**config.mk**
```make
export PLATFORM = sky130hd
export DESIGN_NAME = inequality_sweep_tester
export DESIGN_NICKNAME = d
export VERILOG_FILES = /design/src/rtl/ineq_test_pkg.sv /design/src/rtl/ineq_golden_model.sv /design/src/rtl/inequality_sweep_tester.sv
export SDC_FILE = /design/constraint.sdc
export NUM_CORES = 1
export LEC_CHECK = 0
export ABC_CLOCK_PERIOD_IN_PS = 2800
export CORE_ASPECT_RATIO = 0.9
export CORE_MARGIN = 2
export CORE_UTILIZATION = 45
export DETAILED_ROUTE_END_ITERATION = 8
export PLACE_DENSITY = 0.78
export SYNTH_ARGS = -nofsm -noshare
export SYNTH_HDL_FRONTEND = slang
export SYNTH_HIERARCHICAL = 1
export SYNTH_SLANG_ARGS = --single-unit
```
**constraint.sdc**
```tcl
create_clock -name clk -period 2.8 [get_ports clk]
set_clock_uncertainty 0.05 [all_clocks]
set_input_delay 0.28 -clock clk [delete_from_list [all_inputs] [get_ports clk]]
set_output_delay 0.28 -clock clk [all_outputs]
set_load 0.01 [all_outputs]
```
**src/rtl/ineq_test_pkg.sv**
```systemverilog
// Shared types and golden function for the 4-bit inequality comparator sweep tester.
package ineq_test_pkg;

  localparam int NUM_W = 4;
  localparam int OUT_W = 3;

  typedef enum logic [2:0] {
    IDLE   = 3'd0,
    DRIVE  = 3'd1,
    SETTLE = 3'd2,
    CHECK  = 3'd3,
    FINISH = 3'd4
  } state_t;

  // Expected comparator response: {num < thresh, num > thresh, num == thresh}.
  function automatic logic [OUT_W-1:0] golden_out(input logic [NUM_W-1:0] num,
                                                   input logic [NUM_W-1:0] thresh);
    golden_out = {(num < thresh), (num > thresh), (num == thresh)};
  endfunction

endpackage

```
**src/rtl/ineq_golden_model.sv**
```systemverilog
// Combinational golden model of the inequality comparator; also usable from sim benches.
module ineq_golden_model
  import ineq_test_pkg::*;
(
  input  logic [NUM_W-1:0] num,
  input  logic [NUM_W-1:0] thresh,
  output logic [OUT_W-1:0] exp_out
);

  assign exp_out = golden_out(num, thresh);

endmodule

```
**src/rtl/inequality_sweep_tester.sv**
```systemverilog
// On-chip sweep tester for the 4-bit inequality comparator: drives 0..15, checks each response.
// Optional build macro INEQ_STOP_ON_FAIL_EN ends the sweep at the first mismatch.
module inequality_sweep_tester
  import ineq_test_pkg::*;
#(
  parameter int THRESH        = 10,
  parameter int SETTLE_CYCLES = 1
) (
  input  logic             clk,
  input  logic             rst_n,
  input  logic             start,
  output logic [NUM_W-1:0] dut_num,
  input  logic [OUT_W-1:0] dut_out,
  output logic             busy,
  output logic             done,
  output logic             pass,
  output logic [4:0]       fail_count,
  output logic [NUM_W-1:0] first_fail_num
);

  localparam logic [NUM_W-1:0] THRESH_V     = THRESH[NUM_W-1:0];
  localparam int               SETTLE_LAST_I = (SETTLE_CYCLES > 0) ? (SETTLE_CYCLES - 1) : 0;
  localparam logic [3:0]       SETTLE_LAST  = SETTLE_LAST_I[3:0];
  localparam logic             SKIP_SETTLE  = (SETTLE_CYCLES == 0) ? 1'b1 : 1'b0;
`ifdef INEQ_STOP_ON_FAIL_EN
  localparam logic             STOP_EN      = 1'b1;
`else
  localparam logic             STOP_EN      = 1'b0;
`endif

  state_t           state_r, state_s;
  logic [3:0]       settle_cnt_r, settle_cnt_s;
  logic [NUM_W-1:0] dut_num_s, first_fail_s;
  logic [4:0]       fail_count_s;
  logic             busy_s, done_s, pass_s;
  logic [OUT_W-1:0] expected_s;
  logic             mismatch_s;

  ineq_golden_model u_golden (
    .num     (dut_num),
    .thresh  (THRESH_V),
    .exp_out (expected_s)
  );

  // Case inequality so an X/Z response from the comparator is never accepted.
  assign mismatch_s = (dut_out !== expected_s);

  // Next-state and next-output logic for the sweep sequencer.
  always_comb begin
    state_s      = state_r;
    settle_cnt_s = settle_cnt_r;
    dut_num_s    = dut_num;
    fail_count_s = fail_count;
    first_fail_s = first_fail_num;
    busy_s       = busy;
    done_s       = done;
    pass_s       = pass;
    case (state_r)
      IDLE, FINISH: begin
        if (start) begin
          state_s      = DRIVE;
          dut_num_s    = 4'd0;
          fail_count_s = 5'd0;
          first_fail_s = 4'd0;
          done_s       = 1'b0;
          pass_s       = 1'b0;
          busy_s       = 1'b1;
        end else begin
          state_s = state_r;
        end
      end
      DRIVE: begin
        settle_cnt_s = 4'd0;
        if (SKIP_SETTLE) begin
          state_s = CHECK;
        end else begin
          state_s = SETTLE;
        end
      end
      SETTLE: begin
        if (settle_cnt_r == SETTLE_LAST) begin
          state_s = CHECK;
        end else begin
          settle_cnt_s = settle_cnt_r + 4'd1;
        end
      end
      CHECK: begin
        if (mismatch_s) begin
          fail_count_s = fail_count + 5'd1;
          if (fail_count == 5'd0) begin
            first_fail_s = dut_num;
          end else begin
            first_fail_s = first_fail_num;
          end
        end else begin
          fail_count_s = fail_count;
        end
        // Last vector (or early stop) finishes; otherwise step to the next vector without wrapping.
        if ((dut_num == 4'd15) || (STOP_EN && mismatch_s)) begin
          state_s = FINISH;
          busy_s  = 1'b0;
          done_s  = 1'b1;
          pass_s  = (fail_count_s == 5'd0);
        end else begin
          dut_num_s = dut_num + 4'd1;
          state_s   = DRIVE;
        end
      end
      default: begin
        state_s = IDLE;
        busy_s  = 1'b0;
        done_s  = 1'b0;
        pass_s  = 1'b0;
      end
    endcase
  end

  // State, counters and result registers.
  always_ff @(posedge clk or negedge rst_n) begin
    if (!rst_n) begin
      state_r        <= IDLE;
      settle_cnt_r   <= 4'd0;
      dut_num        <= 4'd0;
      fail_count     <= 5'd0;
      first_fail_num <= 4'd0;
      busy           <= 1'b0;
      done           <= 1'b0;
      pass           <= 1'b0;
    end else begin
      state_r        <= state_s;
      settle_cnt_r   <= settle_cnt_s;
      dut_num        <= dut_num_s;
      fail_count     <= fail_count_s;
      first_fail_num <= first_fail_s;
      busy           <= busy_s;
      done           <= done_s;
      pass           <= pass_s;
    end
  end

endmodule

```
# After elaboration in Yosys (flattened, before gate mapping)
# Cells that the tools add are included.
[totals]
regBits = 23
in_bits = 6
elab_cells = 66
[classes]
add_sub_neg = 3
n_lt_le_gt_ge = 2
eq_ne = 14
n_mux = 24
bitwise = 1
n_reduce_logical = 14
[op_table]
columns = ["operator", "count"]
rows = [
  ["$pmux W4 S2", 3],
  ["$mux W4", 5],
  ["$mux W5", 3],
  ["$ne A2 B2 Y1 const B", 7],
  ["$pmux W3 S4", 1],
  ["$logic_not A5 Y1", 2],
  ["$pmux W5 S2", 1],
  ["$mux W3", 3],
  ["$pmux W1 S3", 3],
  ["$add A4 B1 Y4 const B", 2],
  ["$eq A4 B4 Y1 const B", 2],
  ["$eq A3 B2 Y1 const B", 2],
  ["$reduce_and A2 Y1", 3],
  ["$reduce_and A3 Y1", 2],
  ["$add A5 B1 Y5 const B", 1],
  ["$mux W1", 5],
  ["$gt A4 B4 Y1 const B", 1],
  ["$logic_not A4 Y1", 1],
  ["$lt A4 B4 Y1 const B", 1],
  ["$reduce_and A4 Y1", 1],
  ["$reduce_bool A2 Y1", 2],
  ["$reduce_or A2 Y1", 2],
  ["$eq A3 B1 Y1 const B", 1],
  ["$eq A3 B3 Y1 const B", 1],
  ["other kinds (3)", 3],
]

# Longest topological paths before layout
# Gate-level depths: netlist of the first run.
[logic_depth]
ltp_word = 7
ltp_mapped = 9
ltp_nobuf = 9

# By module
# The synthesis of the first run kept the hierarchy.
[modules_own_cells]
columns = ["module", "n_inst", "cells_per_inst", "area_each_um2", "seq_area_each_um2"]
rows = [
  ["inequality_sweep_tester", 1, 151, 1432.6, 575.6],
  ["ineq_golden_model", 1, 16, 128.9, 0.0],
]

# Worst setup path after synthesis of the first run
# No wires, ideal clock.
[synth_path]
path_type = "reg-to-reg"
start = "reg dut_num[2]"
end = "reg pass"
setup_ns = 0.094
t_arrival_ns = 2.137
required_ns = 2.656
path_slack_ns = 0.519
stages_incl_launch_ff = 9
n_path_buf = 0
period_less_slack_ns = 2.281
path_cell_list = "dfrtp_1 -> ha_1 -> nand2_1 -> nor2_1 -> a21oi_2 -> xnor2_1 -> nand3_2 -> a211o_1 -> a221oi_2"
[synth_via]
elab_chain_len = 7
elab_cells_between_ends = 12
classes_between = "order compare (2); eq/ne (4); mux (4); reduce/logical (2)"
[synth_rtl]
columns = ["element", "line_no", "source"]
rows = [
  ["start, declared", "inequality_sweep_tester.sv:12", "output logic [NUM_W-1:0] dut_num,"],
  ["start signal, assigned", "inequality_sweep_tester.sv:132", "dut_num <= dut_num_s;"],
  ["$eq A4 B4 Y1", "ineq_test_pkg.sv:18", "golden_out = {(num < thresh), (num > thresh), (num == thresh)};"],
  ["via expected_s[0]", "inequality_sweep_tester.sv:36", "logic [OUT_W-1:0] expected_s;"],
  ["$nex A3 B3 Y1", "inequality_sweep_tester.sv:46", "assign mismatch_s = (dut_out !== expected_s);"],
  ["$mux W5", "inequality_sweep_tester.sv:88", "if (mismatch_s) begin"],
  ["$mux W5", "inequality_sweep_tester.sv:58", "case (state_r)"],
  ["$logic_not A5 Y1", "inequality_sweep_tester.sv:103", "pass_s = (fail_count_s == 5'd0);"],
  ["$mux W1", "inequality_sweep_tester.sv:99", "if ((dut_num == 4'd15) || (STOP_EN && mismatch_s)) begin"],
  ["$pmux W1 S3", "inequality_sweep_tester.sv:58", ""],
  ["end signal, assigned", "inequality_sweep_tester.sv:137", "pass <= pass_s;"],
  ["end, declared", "inequality_sweep_tester.sv:16", "output logic pass,"],
]
# The timed path passes the listed nets, and every way through them passes these cells. The select of a mux whose other input is x is not followed.
# A chain may end at the register's enable or synchronous reset.

# Worst setup path in the final report of the first run
# Ends and elaborated chain as after synthesis.

==> flow_metrics.tcl, run 1 <==
set metrics [dict create \
    status "complete, no violations" \
    power.clock.fraction_pct 12.1 \
    setup_viol_count_final 0 \
    layout-drive-gt1-share_pct 9.04 \
    clk_transition_reported_paths_ns 0.08 \
    p_switching_uw 728 \
    finalSetupTns_ns 0 \
    post_cts_resize_count 0 \
    nNetsFinal 204 \
    die_h_um 59.9 \
    clkSinkCount 23 \
    layout-area-overhead-vs-synth_pct 18.3 \
    min-delay-path-class "in -> async" \
    route.vias.total 1297 \
    placeableCoreArea_mm2 0.00335 \
    multi_input_comb_area_um2 898 \
    timing.max_cap.violations 0 \
    drc 0 \
    synth-edff-count 0 \
    number_of_global_route_vias_before_repair 1277 \
    final-max-slew-violation-count 0 \
    clock_tree_from_tritoncts "built" \
    grt_use_total_pct 18.6 \
    worst-setup-path-type "reg -> reg" \
    pwr-share-comb_pct 52.4 \
    clk_latency_ns 0.26 \
    synth_largest_area_cell "sky130_fd_sc_hd__dfrtp_1" \
    numCtsBuffers 3 \
    finish.utilization_pct 55.1 \
    layout.area.seq_um2 576 \
    synth_common_cells "23 x sky130_fd_sc_hd__dfrtp_1, 15 x sky130_fd_sc_hd__inv_1, 14 x sky130_fd_sc_hd__nand2_1" \
    number_of_primary_i_o_pins 22 \
    critPathLaunchType "flop" \
    synth-main-ff-cell "sky130_fd_sc_hd__dfrtp_1" \
    routed_via_density 5.59 \
    leading_post_synthesis_cells_by_cell_area "sky130_fd_sc_hd__dfrtp_1 37%, sky130_fd_sc_hd__ha_1 7.2%, sky130_fd_sc_hd__inv_1 3.6%" \
    dp_hpwl_um 2360 \
    static-leakage-power_uw 0.000842 \
    netlist-cell-type-count 51 \
    crit_startpoint "dut_num[2]" \
    power_per_cell_area_mw_per_mm2 916 \
    dr.pass1.iters 4 \
    cts_setup_buffers 0 \
    synth.top_cell.area_share_pct 36.9 \
    internal-power_uw 964 \
    global_route_congestion_overflow_total 0 \
    grt_antenna_before_repair 0 \
    rsz_0062_raised_after_global_routing "false" \
    clock_tree.root_cell "sky130_fd_sc_hd__clkbuf_8" \
    final.min_clock_period_ns 2.46 \
    std_cell_rows 20 \
    route.antenna.remaining_nets 0 \
    crit_path_max_fanout 8 \
    crit_path_end_kind "flop" \
    cp.required_ns 2.93 \
    r2r-start "dut_num[2]" \
    cts.path.max_buffers 2 \
    numPlacedInstances 228 \
    fmax_mhz 407 \
    cts_htree_levels 1 \
    maximum_number_of_pins_on_one_net_before_global_route_repair 24 \
    die_area_mm2 0.00396 \
    gp_routability_congestion 0.819 \
    die_w_um 66.1 \
    ys_seq_elements 23 \
    diode_count 0 \
    per_instance_average_area_after_synthesis_um2 9.35 \
    fin_crit_sh_pct 87.8 \
    timing_hold_violations_final 0 \
    synth_warnings 6 \
    netlist_area_mm2 0.00156 \
    drt-wirelength-per-cell_um 13.7 \
    post_cts_hold_buffer_count 0 \
    worst_reg2reg_path_depth 8 \
    ys_async_sr_fraction_pct 100 \
    drtIter0Drc 31 \
    synthMostInstantiatedCell "sky130_fd_sc_hd__dfrtp_1" \
    finalWirelength_um 3180 \
    buffer_ports.inserted 21 \
    post_synth_inst_count 167 \
    worst-endpoint-arrival_ns 2.59 \
    final.hold.worst_slack_ns 0.312 \
    grt_first_pass_wirelength_um 5780 \
    num-fill-cells 303 \
    power_switching_share_pct 43.0 \
    worstReg2RegEnd "pass" \
    power_frac_seq_pct 35.5 \
    vdd.ir_drop.worst_mv 0.417 \
    synth-seq-area-share_pct 36.9 \
    rrSetupSlack_ns 0.34 \
    finish.cell_count_without_fillers 232 \
    starting_density_of_the_core_pct 46.6 \
]
[through the flow]
step / setup WS, ns / total power (uW) / cell area (um2)
final: 0.341 / 1690 / 1850
after global routing: 0.0967 / 1840 / 1850
after global placement: 0.469 / 1450 / 1800
after CTS: 0.319 / 1700 / 1850
after detailed placement: 0.360 / 1490 / 1800
after floorplan: 0.519 / 1210 / 1570
[logic make-up (layout without fill, tap and decap cells)]
kind of cell	after synthesis	count (layout)	synth area share (%)
mux	7	7	4.65
simple gates	58	58	21.0
xor+xnor	11	11	6.17
other cells	2	4	0.481
buf+inv	22	41	6.09
fa+ha+maj	9	9	7.21
flops	23	23	36.9
compound gates	35	35	17.5
[power groups by stage]
stage	Clock, uW	Combinational [uW]	Sequential [uW]
after floorplan	0	646	568
after global placement	0	859	593
after detailed placement	0	880	605
after CTS	209	887	599
after global routing	223	990	626
final	205	886	601
[how the worst max path moves through the flow]
stage,endpoint,slack [ns],cells past startpoint
2_1_floorplan,pass,0.52,8
3_3_place_gp,pass,0.47,8
3_5_place_dp,pass,0.36,8
4_1_cts,pass,0.32,8
5_1_grt,pass,0.1,8
6_report,pass,0.34,8
[sequential cells by signal (all words and copies together), names as in the netlist]
register        count
busy                1
settle_cnt_r        4
dut_num             4
first_fail_num      4
done                1
fail_count          5
pass                1
state_r             3
[critical path, stage by stage, from the launching register on]
cell and delay (ns):
sky130_fd_sc_hd__dfrtp_1 0.48, sky130_fd_sc_hd__ha_1 0.32, sky130_fd_sc_hd__nand2_1 0.06, sky130_fd_sc_hd__nor2_1 0.26
sky130_fd_sc_hd__a21oi_2 0.08, sky130_fd_sc_hd__xnor2_1 0.33, sky130_fd_sc_hd__nand3_2 0.19, sky130_fd_sc_hd__a211o_1 0.34
sky130_fd_sc_hd__a221oi_2 0.26
[final cells by class]
class / count / share of cell area [%]
clock buffer: 4 / 2.44
inverter: 15 / 3.05
multi-input combinational: 124 / 48.6
sequential: 23 / 31.1
tap: 44 / 2.98
timing repair buffer: 22 / 11.8
[cell usage in the layout, fill, tap and decap left out, drive strengths merged, types with 3 or more instances in the layout]
master / netlist / layout
clkdlybuf4s50: 0 / 21
or3b: 3 / 3
xnor2: 6 / 6
o21ai: 7 / 7
nor2: 13 / 13
a31oi: 3 / 3
inv: 15 / 15
clkbuf: 2 / 4
xor2: 5 / 5
conb: 2 / 4
mux2i: 5 / 5
a22o: 4 / 4
and2: 3 / 3
a21oi: 7 / 7
nand3: 8 / 8
nand2: 14 / 14
ha: 9 / 9
dfrtp: 23 / 23
[routing by layer]
layer  global-route usage (%)  vias to the layer above  wire length (um)
li1                         -                      627                 -
met1                     25.4                      631              1490
met2                     31.3                       31              1530
met3                     2.45                        8               103
met4                     4.66                        0                47
met5                        0                        -                 0
Note: power is estimated with default switching activity, not from simulation.
==> run 2: changes to the inputs <==
CORE_MARGIN = 3   (was 2)
==> run 2 against run 1 <==
Critical path type unchanged; die area rose by 6.5%; worst setup slack got worse by 0.011 ns; largest cell class unchanged; sequential cell count did not move; sequential power barely moved; via count fell by 1.2%; critical endpoint unchanged; combinational power rose by 1%; non-clock buffer count did not move; critical path depth did not move; final cell count fell by 0.86%.
==> flow_metrics.tcl, run 2 (synthesis results as in run 1) <==
set metrics [dict create \
    post_cts_resize_count 0 \
    worst-endpoint-arrival_ns 2.59 \
    grt_use_total_pct 18.1 \
    fin_crit_sh_pct 88.2 \
    crit_path_end_kind "flop" \
    clk_latency_ns 0.26 \
    diode_count 0 \
    placeableCoreArea_mm2 0.00319 \
    setup_viol_count_final 0 \
    mostFrequentLayoutCell "sky130_fd_sc_hd__dfrtp_1" \
    numPlacedInstances 226 \
    starting_density_of_the_core_pct 49.0 \
    top_register "fail_count" \
    worst-path-stages 8 \
    min-delay-path-class "in -> async" \
    clock_tree_from_tritoncts "built" \
    routed_via_density 5.57 \
    route.antenna.remaining_nets 0 \
    final-max-slew-violation-count 0 \
    dr.pass1.iters 4 \
    largest_reg_flops 5 \
    grt_antenna_before_repair 0 \
    slowest_delay_ns 0.47 \
    buffer_ports.inserted 21 \
    r2r-start "dut_num[2]" \
    status "complete, no violations" \
    gp_routability_congestion 0.811 \
    layout-area-overhead-vs-synth_pct 18.2 \
    global_route_congestion_overflow_total 0 \
    num-fill-cells 299 \
    worst_reg2reg_path_depth 8 \
    drtIter0Drc 50 \
    die_area_mm2 0.00421 \
    worstPathCellList "ha_1 -> nand2_1 -> nor2_1 -> a21oi_2 -> xnor2_1 -> nand3_2 -> a211o_1 -> a221oi_2" \
    crit_path_max_fanout 8 \
    final.hold.worst_slack_ns 0.322 \
    finish.cell_count_without_fillers 230 \
    multi_input_comb_area_um2 898 \
    die_w_um 68.1 \
    number_of_primary_i_o_pins 22 \
    timing.max_cap.violations 0 \
    cpLargestDelayFamily "compound AO/OA/AOI/OAI gates" \
    finalWirelength_um 3320 \
    static-leakage-power_uw 0.000842 \
    cts_htree_levels 1 \
    std_cell_rows 19 \
    die_h_um 61.9 \
    numCtsBuffers 3 \
    grt_first_pass_wirelength_um 5870 \
    rsz_0062_raised_after_global_routing "false" \
    post_cts_hold_buffer_count 0 \
    drt-wirelength-per-cell_um 14.4 \
    clock_tree.root_cell "sky130_fd_sc_hd__clkbuf_8" \
    cts.path.max_buffers 2 \
    maximum_number_of_pins_on_one_net_before_global_route_repair 24 \
    clkSinkCount 23 \
    clk_transition_reported_paths_ns 0.08 \
    power.total_uw 1700 \
    vdd.ir_drop.worst_mv 0.492 \
    route.vias.total 1282 \
    mostFrequentLayoutCells "23 x sky130_fd_sc_hd__dfrtp_1, 21 x sky130_fd_sc_hd__clkdlybuf4s50_1, 15 x sky130_fd_sc_hd__inv_1" \
    finalSetupTns_ns 0 \
    layout.area.seq_um2 576 \
    number_of_global_route_vias_before_repair 1321 \
    timing_hold_violations_final 0 \
    cp_slowest_cell "sky130_fd_sc_hd__dfrtp_1" \
    cp.required_ns 2.92 \
    nNetsFinal 204 \
    dp_hpwl_um 2490 \
    worst-setup-path-type "reg -> reg" \
    rrSetupSlack_ns 0.33 \
    drc 0 \
    fmax_mhz 405 \
    power_per_cell_area_mw_per_mm2 924 \
    layout-drive-gt1-share_pct 9.04 \
    cp_num_buf_inv 0 \
    crit_startpoint "dut_num[2]" \
    cts_setup_buffers 0 \
    critPathLaunchType "flop" \
    final.min_clock_period_ns 2.47 \
]
run 2: stage by stage:
step	utilization, %	setup WS, ns	instance area (um2)
finish	57.9	0.330	1850
global route	57.9	0.159	1850
CTS	57.9	0.351	1850
detailed placement	56.5	0.362	1800
global placement	56.5	0.468	1800
floorplan	-	0.519	1570
run 2: final timing paths:
kind / end
worst max register to register: pass
worst max-delay path: pass
min in group clk: busy
worst min-delay path: settle_cnt_r[2]
worst min register to register: busy
max in group asynchronous: pass
run 2: where the power goes:
part	total (uW)	leakage (uW)	switching [uW]	internal, uW
Sequential	600	0.000300	176	424
Combinational	898	0.000520	459	439
Clock	207	0.0000228	105	102
Total	1700	0.000842	740	965
run 2: layer usage:
| metal | track usage (%) | share of wire, % | vias up |
|---|---|---|---|
| met5 | 0 | 0 | - |
| met4 | 6.52 | 0.75 | 0 |
| met3 | 3.60 | 4.6 | 4 |
| met2 | 29.1 | 49 | 29 |
| met1 | 24.5 | 46 | 621 |
| li1 | - | - | 628 |
run 2: final cells by class:
type                            instances  share of cell area (%)
Clock buffer                            4                    2.44
Inverter                               15                    3.05
Multi-Input combinational cell        124                    48.7
Sequential cell                        23                    31.2
Tap cell                               42                    2.85
Timing Repair Buffer                   22                    11.8
run 2: worst reg2reg max path, cell delays in order (launching register included):
cell	delay, ns
sky130_fd_sc_hd__dfrtp_1	0.47
sky130_fd_sc_hd__ha_1	0.32
sky130_fd_sc_hd__nand2_1	0.06
sky130_fd_sc_hd__nor2_1	0.27
sky130_fd_sc_hd__a21oi_2	0.08
sky130_fd_sc_hd__xnor2_1	0.34
sky130_fd_sc_hd__nand3_2	0.20
sky130_fd_sc_hd__a211o_1	0.34
sky130_fd_sc_hd__a221oi_2	0.26
